`src/rtl/counter_ctrl_pkg.sv`:
```
// Shared types and default widths for the counter reload sequencer.
package counter_ctrl_pkg;

  localparam int WIDTH_DEF    = 8;
  localparam int PRESC_W_DEF  = 8;
  localparam int PERIOD_W_DEF = 16;

  typedef enum logic [1:0] {
    IDLE = 2'd0,
    LOAD = 2'd1,
    RUN  = 2'd2
  } ctrl_state_t;

endpackage

```
`src/rtl/tick_prescaler.sv`:
```
// Free-running prescaler: counts 0..cmp_i, then wraps; term_o flags the last cycle.
module tick_prescaler #(
  parameter int PRESC_W = 8
) (
  input  logic               clk,
  input  logic               reset,
  input  logic               clr_i,
  input  logic [PRESC_W-1:0] cmp_i,
  output logic               term_o
);

  logic [PRESC_W-1:0] cnt_q;

  assign term_o = (cnt_q == cmp_i);

  // Hold at zero while cleared, wrap to zero on terminal, else advance.
  always_ff @(posedge clk) begin
    if (reset || clr_i) cnt_q <= '0;
    else if (term_o)    cnt_q <= '0;
    else                cnt_q <= cnt_q + PRESC_W'(1);
  end

endmodule

```
`src/rtl/counter_reload_ctrl.sv`:
```
// Sequencer driving a parallel-load up-counter through periodic or one-shot
// start..end sequences, with a prescaled advance rate and a tick per sequence.
module counter_reload_ctrl
  import counter_ctrl_pkg::*;
#(
  parameter int WIDTH    = WIDTH_DEF,
  parameter int PRESC_W  = PRESC_W_DEF,
  parameter int PERIOD_W = PERIOD_W_DEF
) (
  input  logic                clk,
  input  logic                reset,
  input  logic                cfg_valid,
  output logic                cfg_ready,
  input  logic [WIDTH-1:0]    cfg_start,
  input  logic [WIDTH-1:0]    cfg_end,
  input  logic [PRESC_W-1:0]  cfg_presc,
  input  logic                cfg_oneshot,
  input  logic                start,
  input  logic                stop,
  input  logic [WIDTH-1:0]    cnt_q,
  output logic [WIDTH-1:0]    cnt_data,
  output logic                cnt_load,
  output logic                cnt_enable,
  output logic                tick,
  output logic                done,
  output logic                busy,
  output logic [PERIOD_W-1:0] periods
);

  ctrl_state_t         state_q;
  logic [WIDTH-1:0]    start_q;
  logic [WIDTH-1:0]    end_q;
  logic [PRESC_W-1:0]  presc_q;
  logic                oneshot_q;
  logic [PERIOD_W-1:0] periods_q;

  logic presc_term;
  logic step;
  logic at_end;

  tick_prescaler #(.PRESC_W(PRESC_W)) u_presc (
    .clk    (clk),
    .reset  (reset),
    .clr_i  (state_q != RUN),
    .cmp_i  (presc_q),
    .term_o (presc_term)
  );

  // A prescaler terminal in RUN is an advance point unless stop overrides it.
  assign step       = (state_q == RUN) && presc_term && !stop;
  assign at_end     = (cnt_q == end_q);
  assign tick       = step && at_end;
  assign cnt_enable = step && !at_end;
  assign done       = tick && oneshot_q;
  assign cnt_load   = ((state_q == LOAD) && !stop) || (tick && !oneshot_q);
  assign cnt_data   = start_q;
  assign cfg_ready  = (state_q == IDLE);
  assign busy       = (state_q != IDLE);
  assign periods    = periods_q;

  // Shadow configuration, writable only while idle.
  always_ff @(posedge clk) begin
    if (reset) begin
      start_q   <= '0;
      end_q     <= '1;
      presc_q   <= '0;
      oneshot_q <= 1'b0;
    end else if (cfg_valid && cfg_ready) begin
      start_q   <= cfg_start;
      end_q     <= cfg_end;
      presc_q   <= cfg_presc;
      oneshot_q <= cfg_oneshot;
    end
  end

  // Sequencing FSM and saturating count of completed sequences.
  always_ff @(posedge clk) begin
    if (reset) begin
      state_q   <= IDLE;
      periods_q <= '0;
    end else begin
      case (state_q)
        IDLE: if (start) begin
          state_q   <= LOAD;
          periods_q <= '0;
        end
        LOAD: state_q <= stop ? IDLE : RUN;
        RUN: begin
          if (tick && (periods_q != '1)) periods_q <= periods_q + PERIOD_W'(1);
          if (stop || done) state_q <= IDLE;
        end
        default: state_q <= IDLE;
      endcase
    end
  end

endmodule

```
`config.mk`:
```
export PLATFORM = sky130hd
export DESIGN_NAME = counter_reload_ctrl
export DESIGN_NICKNAME = d
export VERILOG_FILES = /design/src/rtl/counter_ctrl_pkg.sv /design/src/rtl/tick_prescaler.sv /design/src/rtl/counter_reload_ctrl.sv
export SDC_FILE = /design/constraint.sdc
export NUM_CORES = 1
export LEC_CHECK = 0
export CORE_MARGIN = 10
export CORE_UTILIZATION = 30
export CTS_BUF_LIST = sky130_fd_sc_hd__clkbuf_16
export DETAILED_ROUTE_END_ITERATION = 8
export PLACE_DENSITY_LB_ADDON = 0.15
export SLEW_MARGIN = 40
export SYNTH_ARGS = -nofsm -noshare
export SYNTH_HDL_FRONTEND = slang
export SYNTH_SLANG_ARGS = --single-unit
```
`constraint.sdc`:
```
create_clock -name clk -period 2 [get_ports clk]
set_clock_uncertainty 0.05 [all_clocks]
set_input_delay 0.4 -clock clk [delete_from_list [all_inputs] [get_ports clk]]
set_output_delay 0.4 -clock clk [all_outputs]
set_load 0.05 [all_outputs]
```
==> impl_metrics.yaml <==
job:
  maxCapViolations: 0
drt:
  drc: 0
  drt-initial-drc-count: 77
  vias_per_cell: 4.80
  postRouteWirelength_um: 7260
  first_pass_iters: 4
  ant_nets: 0
  via_count: 2387
  drt-wirelength-per-cell_um: 14.6
power:
  report.power.total_mw: 2.31
  power_density_nw_per_um2: 614
  p_leak_nw: 1.49
  max-vdd-ir-drop_uv: 415
clocking:
  htree_levels: 2
  clock_latency_ps: 290
  cts_tree: "built"
  hold_buffers: 0
  cts.sinks: 51
  cts_inserted_buffers: 5
  clockRootBuffer: "clkbuf_16"
  clk_path_buf_depth: 2
  path_clk_slew_ps: 60
floorplan:
  die_w_um: 110
  dieArea_um2: 12000
  start_util_pct: 31.0
  pin_count: 68
  die_h_um: 110
  coreArea_um2: 7770
  rows: 32
final_layout:
  fillers: 771
  nets: 434
  diodes: 0
  final_cells: 497
  synthToLayoutAreaGrowth_pct: 56.0
  drive_above_1_share_pct: 25.8
logic_synthesis:
  synth_common_cells: "nand2_1 (62), dfxtp_1 (51), a21oi_1 (20), nor2_1 (17), xnor2_1 (17)"
  ys.warnings.count: 0
  synth.cell_area_um2: 2410
  async_flop_share_pct: 0
  ys_top_cells_by_area: "dfxtp_1 (42%), nand2_1 (9.7%), xnor2_1 (6.2%)"
  synthFlopType: "dfxtp_1"
  yosysTopAreaCell: "dfxtp_1"
  synth_edf_count: 0
  synth-seq-cells: 51
  synth_cells: 294
  synth_top_area_share_pct: 42.4
  yosysMostFrequentCell: "nand2_1"
  synth_cell_types: 45
  postSynthAreaPerCell_um2: 8.19
  seq_area_frac_synth_pct: 42.4
  synth_nets: 334
worst_hold_path:
  hp-class: "reg2reg"
  hold_depth: 2
grt:
  grt_pass1_vias: 2301
  grt_pass1_wl_um: 11100
  antenna_found_initial: 0
  grtUsageTotal_pct: 11.5
  grt_start_max_net_pins: 27
  globalRoute.totalOverflow: 0
placement:
  dp.cells: 481
  place_congestion: 0.790
  hpwlAfterDp_um: 5370
  portBuffers: 67
timing:
  max_freq_mhz: 440
  min_period_ps: 2270
  fin_crit_sh_pct: 114
  setup_viol: 4
  rsz0062_at_grt: "yes"
  hold_viol: 0
  holdWs_ps: 408
  slew_viol_final: 0
  worst_pin_slew_ps: 574
  maxSlewHeadroom_pct: 61.5
  worst_slack_ps: -273
  final.setup.tns_ps: -950
worst_setup_path:
  path_class: "in2out"
  cp_max_fo: 4
  reg2regPathDepth: 8
  worstSetupStartpointType: "primary input"
  cp.required_ps: 1550
  arrival_ps: 1820
  crit_path_end_kind: "output pin"
status:
  status: "complete, but fails checks"
  violations: "setup timing"
[critical path, cell delays in order]
cell             delay [ps]
clkdlybuf4s50_1         440
nor3b_2                 200
nor3b_2                 280
nand2_1                 130
o22ai_2                 200
buf_12                  160
[power breakdown]
group / leakage [nW] / total (mW) / internal, mW / switching (mW)
clock network: 0.0726 / 0.844 / 0.458 / 0.385
registers: 0.424 / 1.08 / 1.05 / 0.0262
logic: 0.993 / 0.384 / 0.194 / 0.190
[state kept, by name, summed over array words and instances (netlist names)]
| name | count |
|---|---|
| oneshot_q | 1 |
| state_q | 2 |
| presc_q | 8 |
| end_q | 8 |
| periods | 16 |
| u_presc.cnt_q | 8 |
| cnt_data | 8 |
[per-stage QoR]
stage	setup WS (ps)	utilization, %	area (um2)
after floorplan	-71.7	-	2440
after global routing	-363	48.4	3760
after global placement	-246	44.2	3430
after CTS	-275	46.5	3610
after detailed placement	-302	44.2	3430
final	-273	48.4	3760
[path summary, 6_finish.rpt]
check,start,end,slack [ps]
setup / recovery,stop,cnt_load,-270
hold / removal,cnt_data[5],cnt_data[5],410
setup reg to reg,end_q[1],periods[4],90
hold reg to reg,cnt_data[5],cnt_data[5],410
[repair_timing]
item | in CTS | in global routing
gates resized for setup | 6 | 22
pin swaps | 2 | 11
endpoints found under the setup margin | 4 | 18
hold endpoints to repair | 0 | 0
cloned | 0 | 2
setup buffers | 3 | 4
[layout by cell type (no fill, tap or decap), types with 2 or more instances in the layout]
cell type and instances:
nand4_1 7, dfxtp_4 2, nand3_1 12, dlymetal6s2s_1 4, o21ai_1 3, and3_1 8, dfxtp_2 13, clkdlybuf4s50_1 43
nand2b_1 4, xor2_1 5, xnor2_2 2, nor3b_2 3, and2_1 4, dfxtp_1 36, nor2_2 2, a21oi_1 20
buf_12 6, a31oi_1 14, buf_4 49, inv_1 9, a32oi_1 2, o21ai_0 5, buf_6 2, clkbuf_16 6
nand3b_1 9, nand2_1 62, xnor2_1 15, nor2_1 15, a311oi_1 2
[kinds of logic (layout without fill, tap and decap cells)]
| logic type | count (synthesis) | in the layout | share of synthesized area [%] |
|---|---|---|---|
| buffers and inverters | 22 | 123 | 3.79 |
| DFF | 51 | 51 | 42.4 |
| xor gates and xnor gates | 22 | 22 | 8.00 |
| AOI/OAI and AO/OA | 57 | 57 | 14.5 |
| and+or+nand+nor | 139 | 139 | 29.9 |
| adders and majority gates | 2 | 2 | 1.04 |
| muxes | 1 | 1 | 0.416 |
[routing by layer]
metal  vias up  track usage, %  wire [um]
met5         -               0          0
met4         0            3.16         89
met3         8            4.39        548
met2        57            19.8       3590
met1      1094            13.1       3040
li1       1228               -          -
[layout make-up]
cell class	instances	area (um2)	share of cell area (%)
Clock buffer	5	125	3.33
Clock inverter	3	16.3	0.433
Inverter	9	36.3	0.966
Multi-Input combinational cell	221	1390	36.9
Sequential cell	51	1040	27.8
Tap cell	102	128	3.40
Timing Repair Buffer	106	1020	27.2
Note: power is estimated with default switching activity, not from simulation.
